File: config.mk
export PLATFORM = sky130hd
export DESIGN_NAME = alu_arbiter_seq
export DESIGN_NICKNAME = d
export VERILOG_FILES = /design/src/rtl/alu_arbiter_seq_pkg.sv /design/src/rtl/rr_arb2.sv /design/src/rtl/alu_arbiter_seq.sv
export SDC_FILE = /design/constraint.sdc
export NUM_CORES = 1
export LEC_CHECK = 0
export ABC_CLOCK_PERIOD_IN_PS = 2800
export BUFFER_PORTS_ARGS = -buffer_cell sky130_fd_sc_hd__buf_2
export CAP_MARGIN = 20
export CORE_AREA = 2 2 134 136
export DETAILED_ROUTE_END_ITERATION = 6
export DIE_AREA = 0 0 136 138
export PLACE_DENSITY = 0.74
export SETUP_SLACK_MARGIN = 0.2
export SLEW_MARGIN = 20
export SYNTH_ARGS = -nofsm -noshare
export SYNTH_HDL_FRONTEND = slang
export SYNTH_SLANG_ARGS = --single-unit
File: constraint.sdc
create_clock -name clk -period 2.8 [get_ports clk]
set_clock_uncertainty 0.1 [all_clocks]
set_input_delay 0.14 -clock clk [delete_from_list [all_inputs] [get_ports clk]]
set_output_delay 0.14 -clock clk [all_outputs]
set_load 0.02 [all_outputs]
File: src/rtl/alu_arbiter_seq_pkg.sv
// Shared types and constants for the two-requester ALU arbiter.
// Latency: n/a (declarations only).
// Backpressure: n/a.
package alu_arbiter_seq_pkg;

    localparam int DATA_W = 32;
    localparam int OP_W   = 3;
    localparam int SH_W   = 6;

    typedef enum logic [1:0] {
        IDLE = 2'b00,
        EXEC = 2'b01,
        RESP = 2'b10
    } state_t;

    localparam logic [OP_W-1:0] OP_000 = 3'b000;
    localparam logic [OP_W-1:0] OP_001 = 3'b001;
    localparam logic [OP_W-1:0] OP_010 = 3'b010;
    localparam logic [OP_W-1:0] OP_011 = 3'b011;
    localparam logic [OP_W-1:0] OP_100 = 3'b100;
    localparam logic [OP_W-1:0] OP_101 = 3'b101;
    localparam logic [OP_W-1:0] OP_110 = 3'b110;
    localparam logic [OP_W-1:0] OP_111 = 3'b111;

    // One ALU operation as presented by a requester and held on the alu_* bus.
    typedef struct packed {
        logic [OP_W-1:0]   op;
        logic [DATA_W-1:0] a;
        logic [DATA_W-1:0] b;
        logic [SH_W-1:0]   shift;
    } alu_req_t;

endpackage

File: src/rtl/rr_arb2.sv
// Two-input round-robin arbiter producing a one-hot grant.
// Latency: combinational.
// Backpressure: none; grant follows valid every cycle.
module rr_arb2 (
    input  logic [1:0] valid,
    input  logic       last_grant,
    output logic [1:0] grant
);

    always_comb begin
        grant = 2'b00;
        if (valid == 2'b11) begin
            // Contention goes to whichever requester was not served last.
            grant = last_grant ? 2'b01 : 2'b10;
        end else begin
            grant = valid;
        end
    end

endmodule

File: src/rtl/alu_arbiter_seq.sv
// Shares one registered ALU between two requesters with round-robin grant.
// Latency: request handshake to result capture is ALU_LAT+1 cycles, response next.
// Backpressure: one op in flight; new requests wait until the response is taken.
module alu_arbiter_seq
    import alu_arbiter_seq_pkg::*;
#(
    parameter int ALU_LAT = 1,
    parameter int CNT_W   = 16
) (
    input  logic              clk,
    input  logic              reset,
    input  logic              req0_valid,
    output logic              req0_ready,
    input  logic [OP_W-1:0]   req0_op,
    input  logic [DATA_W-1:0] req0_a,
    input  logic [DATA_W-1:0] req0_b,
    input  logic [SH_W-1:0]   req0_shift,
    input  logic              req1_valid,
    output logic              req1_ready,
    input  logic [OP_W-1:0]   req1_op,
    input  logic [DATA_W-1:0] req1_a,
    input  logic [DATA_W-1:0] req1_b,
    input  logic [SH_W-1:0]   req1_shift,
    output logic              resp0_valid,
    input  logic              resp0_ready,
    output logic [DATA_W-1:0] resp0_result,
    output logic              resp0_zero,
    output logic              resp1_valid,
    input  logic              resp1_ready,
    output logic [DATA_W-1:0] resp1_result,
    output logic              resp1_zero,
    output logic [DATA_W-1:0] alu_sr1,
    output logic [DATA_W-1:0] alu_sr2,
    output logic [OP_W-1:0]   alu_os,
    output logic [SH_W-1:0]   alu_shift,
    input  logic [DATA_W-1:0] alu_rd,
    input  logic              alu_zeroflag,
    output logic              busy,
    output logic [CNT_W-1:0]  op_count
);

    // ALU_LAT is limited to 1..7, so the countdown fits in three bits.
    localparam int LAT_W = 3;

    state_t            state;
    state_t            next_state;
    logic              last_grant;
    logic              gid;
    logic [LAT_W-1:0]  lat_cnt;
    logic [1:0]        grant;
    alu_req_t          alu_q;
    alu_req_t          req0_dat;
    alu_req_t          req1_dat;
    logic [DATA_W-1:0] res_q;
    logic              zero_q;
    logic              hs_req;
    logic              hs_resp;
    logic              exec_done;

    rr_arb2 u_arb (
        .valid      ({req1_valid, req0_valid}),
        .last_grant (last_grant),
        .grant      (grant)
    );

    assign req0_dat = '{op: req0_op, a: req0_a, b: req0_b, shift: req0_shift};
    assign req1_dat = '{op: req1_op, a: req1_a, b: req1_b, shift: req1_shift};

    assign req0_ready  = (state == IDLE) && grant[0];
    assign req1_ready  = (state == IDLE) && grant[1];
    assign hs_req      = req0_ready || req1_ready;
    // The countdown runs ALU_LAT..0, one cycle longer than ALU_LAT, so the
    // registered ALU output has settled before it is sampled.
    assign exec_done   = (state == EXEC) && (lat_cnt == '0);
    assign resp0_valid = (state == RESP) && !gid;
    assign resp1_valid = (state == RESP) && gid;
    assign hs_resp     = (resp0_valid && resp0_ready) || (resp1_valid && resp1_ready);
    assign busy        = (state != IDLE);

    assign resp0_result = res_q;
    assign resp1_result = res_q;
    assign resp0_zero   = zero_q;
    assign resp1_zero   = zero_q;

    assign alu_sr1   = alu_q.a;
    assign alu_sr2   = alu_q.b;
    assign alu_os    = alu_q.op;
    assign alu_shift = alu_q.shift;

    always_ff @(posedge clk or negedge reset) begin
        if (!reset) begin
            state <= IDLE;
        end else begin
            state <= next_state;
        end
    end

    always_comb begin
        next_state = state;
        case (state)
            IDLE:    if (hs_req)    next_state = EXEC;
            EXEC:    if (exec_done) next_state = RESP;
            RESP:    if (hs_resp)   next_state = IDLE;
            default: next_state = IDLE;
        endcase
    end

    always_ff @(posedge clk or negedge reset) begin
        if (!reset) begin
            alu_q      <= '0;
            gid        <= 1'b0;
            last_grant <= 1'b1;
            lat_cnt    <= '0;
            res_q      <= '0;
            zero_q     <= 1'b0;
            op_count   <= '0;
        end else begin
            if (hs_req) begin
                gid     <= grant[1];
                alu_q   <= grant[1] ? req1_dat : req0_dat;
                lat_cnt <= LAT_W'(ALU_LAT);
            end else if ((state == EXEC) && (lat_cnt != '0)) begin
                lat_cnt <= lat_cnt - LAT_W'(1);
            end
            if (exec_done) begin
                res_q  <= alu_rd;
                zero_q <= alu_zeroflag;
            end
            if (hs_resp) begin
                op_count   <= op_count + CNT_W'(1);
                last_grant <= gid;
            end
        end
    end

endmodule
==> results of run 1 <==
==> power breakdown <==
group	internal [µW]	leakage, µW	switching (µW)	total (µW)
Clock	1700	0.000320	801	2500
Combinational	1900	0.00320	3040	4940
Sequential	2720	0.00149	560	3280
Total	6320	0.00501	4400	10700
==> through the flow <==
stage,cell area (µm²),setup slack [ns],util,power (µW),cells
finish,10200,0.225,0.582,10700,1262
global placement,7710,0.916,0.440,7760,1048
CTS,10200,0.325,0.582,10700,1262
floorplan,5940,1.19,-,6510,521
detailed placement,7710,0.862,0.440,7850,1048
global route,10200,0.203,0.582,11400,1262
==> cell type report <==
class	count	area [µm²]	area share
inverters	4	15.0	0.00147
well taps	229	287	0.0281
multi-input cells	327	2300	0.225
clock inverters	9	203	0.0199
clock buffers	23	458	0.0449
repair buffers	541	3710	0.364
flip-flops and latches	129	3230	0.317
==> logic make-up after synthesis <==
| logic type | count (synthesis) |
|---|---|
| AO/OA/AOI/OAI | 81 |
| XOR/XNOR | 17 |
| adder cells (fa/ha/maj) | 3 |
| buffers and inverters | 65 |
| flip-flops | 129 |
| multiplexers | 108 |
| AND/OR/NAND/NOR | 118 |
==> per-layer routing <==
| layer | track usage | wire length, µm |
|---|---|---|
| met1 | 0.224 | 7350 |
| met3 | 0.0671 | 1630 |
| met5 | 0 | 12 |
| met2 | 0.382 | 10600 |
| met4 | 0.107 | 825 |
==> worst min-delay path by stage <==
stage	startpoint	slack (ns)	depth (start not counted)	to
2_1_floorplan	reset	-0.26	0	alu_os[0]
3_3_place_gp	reset	0.20	2	alu_sr1[12]
3_5_place_dp	reset	0.21	2	alu_sr1[12]
5_1_grt	req1_b[12]	0.02	3	alu_sr2[12]
6_report	req1_b[12]	0.03	3	alu_sr2[12]
4_1_cts	req1_b[12]	0.002	3	alu_sr2[12]
==> cells in the mapped netlist (2+ instances only) <==
library cell    n
a21oi_1        76
and3_1          3
buf_2          11
buf_4          47
clkbuf_1        3
dfrtp_1       128
ha_1            3
inv_1           4
mux2_1          2
mux2_2         32
mux2i_1        73
nand2_1         7
nand2b_1        4
nand3_1         5
nand4_1         4
nor2_1         82
nor2b_1         2
nor3_2          2
xnor2_1        13
xor2_1          4
==> flip-flops by register name, summed over array words and instances, names as in the netlist <==
name / cells
gid: 1
alu_shift: 6
alu_sr2: 32
alu_sr1: 32
alu_os: 3
last_grant: 1
resp0_zero: 1
op_count: 16
resp0_result: 32
state: 2
lat_cnt: 3
==> critical path, delay by kind of cell <==
kind	cells	cell delay, ns
AOI/OAI and AO/OA	2	0.77
muxes	1	0.22
buffers and inverters	4	1.59
==> timing repair <==
| action | 4_1_cts | 5_1_grt |
|---|---|---|
| setup buffers | 0 | 0 |
| hold buffers | 182 | 0 |
| setup endpoints to repair | 0 | 2 |
| endpoints found under the hold margin | 236 | 0 |
==> flow_metrics.env, run 1 <==
export IMPL_status="completed"
export IMPL_ir_drop_mv=0.618
export IMPL_wl_um=20400
export IMPL_rsz0062_at_grt="false"
export IMPL_period_minus_slack_ns=2.58
export IMPL_hold_viol=0
export IMPL_synth_mux_area_frac=0.190
export IMPL_synthXorXnorAreaFrac=0.0251
export IMPL_cts_tree="done"
export IMPL_syn_area_per_cell_um2=11.4
export IMPL_ant_nets=0
export IMPL_final_nets=1208
export IMPL_relSlewSlack=0.406
export IMPL_grt_total_usage=0.214
export IMPL_synth_compound_area_frac=0.0703
export IMPL_hold_path_class="in -> reg"
export IMPL_synthTopCellsByArea="dfrtp_1, mux2i_1, a21oi_1"
export IMPL_grt_pass1_vias=6223
export IMPL_dp_hpwl_um=11500
export IMPL_num_antenna_cells=0
export IMPL_syn_area_um2=5940
export IMPL_grt_pass1_wl_um=31100
export IMPL_tns_ns=0
export IMPL_cts_resized=0
export IMPL_finalCritPeriodShare=0.920
export IMPL_critPathMaxStageDelay_ns=0.69
export IMPL_numCtsBuffers=17
export IMPL_drt_iter0_drc=218
export IMPL_place_congestion=0.777
export IMPL_cts_sinks=129
export IMPL_syn_num_nets=709
export IMPL_yosys_area_top_type="dfrtp_1"
export IMPL_maxCapViolations=0
export IMPL_ys_warn_count=0
export IMPL_synth_edf_count=0
export IMPL_drive_above_1_share=0.417
export IMPL_drv_slew=0
export IMPL_rr_worst_depth=5
export IMPL_ys_async_sr_fraction=1.00
export IMPL_hold_slack_ns=0.0281
export IMPL_antenna_found_initial=1
export IMPL_clockBufferDepth=2
export IMPL_power_density_nw_per_um2=1050
export IMPL_r2r_start="last_grant"
export IMPL_pin_count=345
export IMPL_ys_seq_elements=129
export IMPL_clk_pin_slew_ns=0.06
export IMPL_critPathMaxFanout=18
export IMPL_setup_viol=0
export IMPL_synth_seq_area_share=0.543
export IMPL_crit_path_end_kind="flop"
export IMPL_root_buffer="clkbuf_16"
export IMPL_power_leakage_uw=0.00501
export IMPL_ff2ff_setup_slack_ns=0.25
export IMPL_clock_latency_ns=0.40
export IMPL_std_cell_rows=49
export IMPL_synth_top_family_by_area="multiplexers"
export IMPL_synth_ff_type="dfrtp_1"
export IMPL_layout_commonest_cell="buf_2"
export IMPL_crit_path_end="alu_sr2[24]"
export IMPL_slowest_stage="a21boi_4"
export IMPL_syn_inst=521
export IMPL_mostFrequentLayoutCells="buf_2, dlygate4sd3_1, dfrtp_1"
export IMPL_port_buffers=344
export IMPL_worst_setup_path_start_kind="input pin"
export IMPL_synth_distinct_cells=36
export IMPL_cp_common_cell="dlygate4sd3_1"
export IMPL_h_tree_depth=4
export IMPL_synth_top_area_frac=0.539
export IMPL_fmax_mhz=388
export IMPL_wire_per_inst_um=16.1
export IMPL_fill_cells=1334
export IMPL_start_util=0.339
export IMPL_worstSetupPathType="in -> reg"
export IMPL_startpoint="req0_valid"
export IMPL_synthAdderAreaFrac=0.00632
export IMPL_reg2reg_to="alu_sr2[24]"
export IMPL_core_um2=17500
export IMPL_die_w_um=136
export IMPL_worstPathRequired_ns=2.97
export IMPL_drc=0
export IMPL_dr_pass1_iters=5
export IMPL_die_area_um2=18800
export IMPL_area_growth_pct=71.6
export IMPL_grt_max_degree=130
export IMPL_fp_dieH_um=138
export IMPL_crit_chain="dlygate4sd3_1, buf_2, a21boi_4, buf_4, mux2i_1, dlygate4sd3_1, a21oi_1"
export IMPL_vias=5906
export IMPL_grt_overflow=0
export IMPL_via_per_inst=4.68
export IMPL_synth_simple_area_share=0.0920
export IMPL_cp_arrival_ns=2.75
export IMPL_worstMarginPinSlew_ns=0.889
No activity file was read; power rests on OpenSTA's default activity.
==> run 2: changes to the inputs <==
--- a/config.mk
+++ b/config.mk
@@ -8,12 +8,13 @@
 export ABC_CLOCK_PERIOD_IN_PS = 2800
 export BUFFER_PORTS_ARGS = -buffer_cell sky130_fd_sc_hd__buf_2
 export CAP_MARGIN = 20
-export CORE_AREA = 2 2 134 136
+export CORE_AREA = 2 2 133 135
 export DETAILED_ROUTE_END_ITERATION = 6
-export DIE_AREA = 0 0 136 138
-export PLACE_DENSITY = 0.74
+export DIE_AREA = 0 0 135 137
+export PLACE_DENSITY = 0.75
 export SETUP_SLACK_MARGIN = 0.2
 export SLEW_MARGIN = 20
 export SYNTH_ARGS = -nofsm -noshare
 export SYNTH_HDL_FRONTEND = slang
+export SYNTH_HIERARCHICAL = 1
 export SYNTH_SLANG_ARGS = --single-unit
==> flow_metrics.env, run 2 <==
export IMPL_total_power_uw=10900
export IMPL_tns_ns=0
export IMPL_clock_latency_ns=0.40
export IMPL_ff2ff_setup_slack_ns=0.48
export IMPL_synth_edf_count=0
export IMPL_synth_seq_area_share=0.547
export IMPL_dp_hpwl_um=11100
export IMPL_synth_most_common_cell="dfrtp_1"
export IMPL_fp_dieH_um=137
export IMPL_synth_distinct_cells=37
export IMPL_die_area_um2=18500
export IMPL_die_w_um=135
export IMPL_drc=0
export IMPL_antenna_found_initial=0
export IMPL_mostFrequentLayoutCells="buf_2, dlygate4sd3_1, dfrtp_1"
export IMPL_power_share_clock=0.239
export IMPL_yosys_top_cells_count="dfrtp_1, nor2_1, a21oi_1"
export IMPL_worstMarginPinSlew_ns=0.794
export IMPL_grt_max_degree=151
export IMPL_syn_area_um2=5910
export IMPL_ys_async_sr_fraction=1.00
export IMPL_grt_pass1_vias=6006
export IMPL_syn_area_per_cell_um2=11.2
export IMPL_place_congestion=0.789
export IMPL_grt_pass1_wl_um=29500
export IMPL_cts_tree="done"
export IMPL_ys_seq_elements=129
export IMPL_yosys_area_top_type="dfrtp_1"
export IMPL_power_leakage_uw=0.00502
export IMPL_wire_per_inst_um=15.6
export IMPL_core_um2=17100
export IMPL_drive_above_1_share=0.411
export IMPL_relSlewSlack=0.471
export IMPL_layout_commonest_cell="buf_2"
export IMPL_power_density_nw_per_um2=1070
export IMPL_clockBufferDepth=2
export IMPL_grt_overflow=0
export IMPL_seqCellArea_um2=3230
export IMPL_ys_warn_count=6
export IMPL_rsz0062_at_grt="false"
export IMPL_seqPwrFrac=0.303
export IMPL_ir_drop_mv=0.737
export IMPL_std_cell_rows=48
export IMPL_period_minus_slack_ns=2.32
export IMPL_via_per_inst=4.67
export IMPL_root_buffer="clkbuf_16"
export IMPL_setup_viol=0
export IMPL_p_int_uw=6430
export IMPL_final_area_um2=10200
export IMPL_final_nets=1203
export IMPL_power_switching_uw=4440
export IMPL_synth_ff_type="dfrtp_1"
export IMPL_wl_um=19600
export IMPL_combPwrFrac=0.458
export IMPL_area_growth_pct=71.9
export IMPL_vias=5850
export IMPL_drt_iter0_drc=251
export IMPL_syn_inst=526
export IMPL_dr_pass1_iters=6
export IMPL_worstSetupPathType="reg -> reg"
export IMPL_worstPathRequired_ns=2.97
export IMPL_synthTopCellsByArea="dfrtp_1, mux2i_1, mux2_2"
export IMPL_cp_arrival_ns=2.49
export IMPL_syn_num_nets=714
export IMPL_placedCellCount=1038
export IMPL_start_util=0.346
export IMPL_h_tree_depth=4
export IMPL_clk_pin_slew_ns=0.06
export IMPL_cts_setup_buffers=0
export IMPL_place_area_um2=7620
export IMPL_num_antenna_cells=0
export IMPL_crit_path_end_kind="flop"
export IMPL_critPathMaxFanout=74
export IMPL_worst_setup_path_start_kind="flop"
export IMPL_finalCritPeriodShare=0.830
export IMPL_synth_top_area_frac=0.542
export IMPL_port_buffers=344
export IMPL_drv_slew=0
export IMPL_slowest_stage="dlygate4sd3_1"
export IMPL_hold_path_class="in -> reg"
export IMPL_multi_input_area_um2=2290
export IMPL_ant_nets=0
export IMPL_finalNonFillerCells=1253
export IMPL_fill_cells=1288
export IMPL_cts_sinks=129
export IMPL_pre_cts_ws_ns=0.909
export IMPL_hold_viol=0
export IMPL_pin_count=345
export IMPL_status="completed"
export IMPL_fmax_mhz=430
export IMPL_maxCapViolations=0
export IMPL_crit_chain="a21boi_4, buf_12, mux2i_1, dlygate4sd3_1, a21oi_1"
export IMPL_switching_share=0.408
export IMPL_grt_total_usage=0.206
export IMPL_critPathMaxStageDelay_ns=0.61
export IMPL_postLayoutSetupSlackWorst_ns=0.477
export IMPL_numCtsBuffers=17
[run 2: cell types whose count changed after synthesis, moves of 2 or more]
cell	delta
buf_2	+11
buf_4	-14
clkbuf_1	+2
inv_1	+4
mux2_1	-2
mux2_2	+3
nand3_1	+2
nor3_1	+2
nor3_2	-2
[run 2: logic make-up (layout without fill, tap and decap cells)]
| logic type | after synthesis | after routing | share of synthesized area |
|---|---|---|---|
| simple gates | 118 | 118 | 0.0892 |
| mux | 109 | 109 | 0.192 |
| compound gates | 81 | 81 | 0.0712 |
| xor+xnor | 17 | 17 | 0.0252 |
| flops | 129 | 129 | 0.547 |
| fa+ha+maj | 3 | 3 | 0.00635 |
| buf+inv | 69 | 571 | 0.0695 |
[run 2: final timing paths]
check                          endpoint    startpoint  depth (start not counted)
min in group asynchronous  op_count[13]         reset                          3
setup / recovery             alu_sr2[3]    last_grant                          5
hold / removal                      gid    req1_valid                          4
max in group asynchronous    alu_sr1[8]         reset                          3
setup reg to reg             alu_sr2[3]    last_grant                          5
hold reg to reg            op_count[15]  op_count[15]                          1
[run 2: area by class of cell]
cell class,count,area share
inverters,8,0.00296
multi-input cells,328,0.225
clock inverters,11,0.0218
repair buffers,531,0.357
clock buffers,21,0.0473
well taps,225,0.0277
flip-flops and latches,129,0.318
[run 2: metal layers]
metal | vias up | routed length, µm | GRT usage
met5 | - | 0 | 0
met2 | 298 | 10200 | 0.375
met1 | 2753 | 7130 | 0.216
met3 | 48 | 1530 | 0.0700
li1 | 2751 | - | -
met4 | 0 | 697 | 0.0938
[run 2: stage by stage]
stage	util	hold WS (ns)
after global routing	0.595	0.0600
after floorplan	-	-0.256
final	0.595	0.0717
after CTS	0.595	0.0607
after detailed placement	0.447	0.205
after global placement	0.447	0.205
[run 2: worst max-delay path, delay by kind of cell, from the launching register on]
family	cells	cell delay [ns]
AOI/OAI and AO/OA	2	0.27
muxes	1	0.31
buffers and inverters	2	1.06
DFF	1	0.39
[run 2: power groups by stage]
stage | Clock (µW) | Sequential [µW] | Combinational [µW]
4_1_cts | 2650 | 3260 | 4920
5_1_grt | 2740 | 3390 | 5370
2_1_floorplan | 0 | 4200 | 2330
6_report | 2600 | 3290 | 4980
3_5_place_dp | 0 | 3260 | 4620
3_3_place_gp | 0 | 3240 | 4520
[run 2: repair_timing]
item	in CTS	in global routing
hold buffers	183	0
resized for setup	0	0
endpoints found under the hold margin	236	0
==> run 3: changes to the inputs <==
--- a/config.mk
+++ b/config.mk
@@ -5,13 +5,14 @@
 export SDC_FILE = /design/constraint.sdc
 export NUM_CORES = 1
 export LEC_CHECK = 0
-export ABC_CLOCK_PERIOD_IN_PS = 2800
+export ABC_AREA = 1
+export ABC_CLOCK_PERIOD_IN_PS = 2000
 export BUFFER_PORTS_ARGS = -buffer_cell sky130_fd_sc_hd__buf_2
 export CAP_MARGIN = 20
-export CORE_AREA = 2 2 133 135
+export CORE_AREA = 2 2 136 138
 export DETAILED_ROUTE_END_ITERATION = 6
-export DIE_AREA = 0 0 135 137
-export PLACE_DENSITY = 0.75
+export DIE_AREA = 0 0 138 140
+export PLACE_DENSITY = 0.78
 export SETUP_SLACK_MARGIN = 0.2
 export SLEW_MARGIN = 20
 export SYNTH_ARGS = -nofsm -noshare
==> constraint.sdc (replaced) <==
create_clock -name clk -period 2 [get_ports clk]
set_clock_uncertainty 0.1 [all_clocks]
set_input_delay 0.1 -clock clk [delete_from_list [all_inputs] [get_ports clk]]
set_output_delay 0.1 -clock clk [all_outputs]
set_load 0.02 [all_outputs]
==> flow_metrics.env, run 3 <==
export IMPL_numCtsBuffers=17
export IMPL_setup_viol=0
export IMPL_combPwrFrac=0.516
export IMPL_synth_ff_type="dfrtp_1"
export IMPL_grt_pass1_vias=7037
export IMPL_power_leakage_uw=0.00541
export IMPL_worstPathRequired_ns=2.20
export IMPL_port_buffers=344
export IMPL_fp_dieH_um=140
export IMPL_drc=0
export IMPL_clockBufferDepth=2
export IMPL_syn_inst=657
export IMPL_synthTopCellsByArea="dfrtp_1, nor2_1, o31ai_2"
export IMPL_antenna_found_initial=0
export IMPL_grt_overflow=0
export IMPL_crit_path_end_kind="flop"
export IMPL_cts_sinks=129
export IMPL_grt_total_usage=0.236
export IMPL_power_share_clock=0.185
export IMPL_core_um2=17800
export IMPL_fmax_mhz=549
export IMPL_hold_path_class="in -> async"
export IMPL_vias=6884
export IMPL_ir_drop_mv=1.02
export IMPL_syn_num_nets=845
export IMPL_wl_um=24100
export IMPL_wl_met1_um=9010
export IMPL_ff2ff_setup_slack_ns=0.18
export IMPL_pre_cts_ws_ns=0.231
export IMPL_wire_per_inst_um=17.3
export IMPL_rsz0062_at_grt="true"
export IMPL_hold_viol=0
export IMPL_synth_distinct_cells=27
export IMPL_postLayoutSetupSlackWorst_ns=0.178
export IMPL_synth_most_common_cell="nor2_1"
export IMPL_yosys_top_cells_count="nor2_1, dfrtp_1, nand2_1"
export IMPL_critPathMaxStageDelay_ns=0.57
export IMPL_mostFrequentLayoutCells="buf_2, dlygate4sd3_1, nor2_1"
export IMPL_layout_commonest_cell="buf_2"
export IMPL_ant_nets=0
export IMPL_drt_iter0_drc=335
export IMPL_grt_pass1_wl_um=36300
export IMPL_root_buffer="clkbuf_16"
export IMPL_switching_share=0.445
export IMPL_synth_top_area_frac=0.504
export IMPL_ys_warn_count=6
export IMPL_grt_max_degree=83
export IMPL_cts_tree="done"
export IMPL_worstMarginPinSlew_ns=0.460
export IMPL_synth_edf_count=0
export IMPL_period_minus_slack_ns=1.82
export IMPL_dp_hpwl_um=12000
export IMPL_ys_seq_elements=129
export IMPL_worst_path_dominant_cell_family="flip-flops"
export IMPL_p_int_uw=8640
export IMPL_fill_cells=1370
export IMPL_r2r_start="last_grant"
export IMPL_clk_pin_slew_ns=0.06
export IMPL_relSlewSlack=0.693
export IMPL_synth_seq_area_share=0.508
export IMPL_path_buf_inv=2
export IMPL_die_w_um=138
export IMPL_via_per_inst=4.95
export IMPL_cp_arrival_ns=2.02
export IMPL_drive_above_1_share=0.429
export IMPL_h_tree_depth=4
export IMPL_yosys_area_top_type="dfrtp_1"
export IMPL_maxCapViolations=0
export IMPL_die_area_um2=19300
export IMPL_wl_met3_um=2210
export IMPL_syn_area_um2=6360
export IMPL_worstSetupPathType="reg -> reg"
export IMPL_ys_async_sr_fraction=1.00
export IMPL_place_congestion=0.854
export IMPL_clock_latency_ns=0.41
export IMPL_final_nets=1337
export IMPL_final_core_util=0.603
export IMPL_pin_count=345
export IMPL_slowest_stage="dfstp_2"
export IMPL_area_growth_pct=68.7
export IMPL_worst_setup_path_start_kind="flop"
export IMPL_critPathMaxFanout=37
export IMPL_dr_pass1_iters=5
export IMPL_rr_worst_depth=5
export IMPL_reg2reg_to="alu_os[2]"
export IMPL_power_density_nw_per_um2=1450
export IMPL_power_switching_uw=6940
export IMPL_crit_chain="a21oi_4, inv_4, bufbuf_16, nor2_1, o31ai_2"
export IMPL_dr_wl_met2_um=11900
export IMPL_status="completed"
export IMPL_drv_slew=0
export IMPL_finalCritPeriodShare=0.911
export IMPL_std_cell_rows=49
export IMPL_syn_area_per_cell_um2=9.68
export IMPL_tns_ns=0
export IMPL_start_util=0.358
export IMPL_seqPwrFrac=0.299
export IMPL_highest_layer="met4"
run 3: cell types whose count changed after synthesis, moves of 10 or more:
cell,before,now
a21oi_1,75,2
buf_2,22,12
inv_1,8,22
mux2_2,35,24
mux2i_1,74,0
nand2_1,7,122
nor2_1,82,161
o31ai_1,0,26
o31ai_2,0,47
run 3: layout make-up:
type | instances | area, µm² | share of cell area
sequential | 129 | 3230 | 0.301
timing repair buffer | 543 | 3880 | 0.362
clock inverter | 13 | 100 | 0.00933
clock buffer | 19 | 453 | 0.0422
inverter | 24 | 97.6 | 0.00910
tap | 229 | 287 | 0.0267
multi-input combinational | 434 | 2680 | 0.250
antenna | 1 | 2.50 | 0.000233
run 3: how the worst max path moves through the flow:
stage,end,depth (start not counted),start
floorplan,alu_sr1[0],6,last_grant
global placement,lat_cnt[0],8,last_grant
detailed placement,alu_sr1[29],7,last_grant
CTS,lat_cnt[0],8,last_grant
global route,alu_os[2],5,last_grant
finish,alu_os[2],5,last_grant
run 3: power by group through the flow:
stage	combinational [µW]	sequential (µW)	clock, µW
global route	8530	4780	3090
finish	8040	4660	2890
detailed placement	7060	4580	0
global placement	6910	4570	0
floorplan	3860	5930	0
CTS	7460	4580	2960
run 3: metrics by stage:
step / std cells / area (µm²) / total power, µW / hold WS, ns
floorplan: 657 / 6360 / 9790 / -0.296
global placement: 1170 / 8080 / 11500 / -0.0254
detailed placement: 1170 / 8080 / 11600 / -0.0286
CTS: 1386 / 10500 / 15000 / 0.0801
global route: 1391 / 10700 / 16400 / 0.128
finish: 1392 / 10700 / 15600 / 0.105
run 3: kinds of logic (layout without fill, tap and decap cells):
kind of cell	after synthesis	count (layout)	synth area share
simple gates	302	302	0.185
flops	129	129	0.508
buf+inv	94	599	0.0885
compound gates	85	85	0.134
mux	33	33	0.0638
xor+xnor	11	11	0.0152
fa+ha+maj	3	3	0.00590
other cells	0	1	0
run 3: routing by layer:
layer,GRT usage,vias to the layer above
met1,0.269,3224
met3,0.0725,84
met5,0,-
met2,0.405,456
met4,0.112,0
li1,-,3120
run 3: what timing repair did:
action | CTS | global route
gates resized for setup | 3 | 23
buffers inserted | 0 | 1
setup endpoints to repair | 2 | 71
hold buffers | 182 | 0
pin swaps | 0 | 1
cloned | 2 | 4
endpoints found under the hold margin | 235 | 0
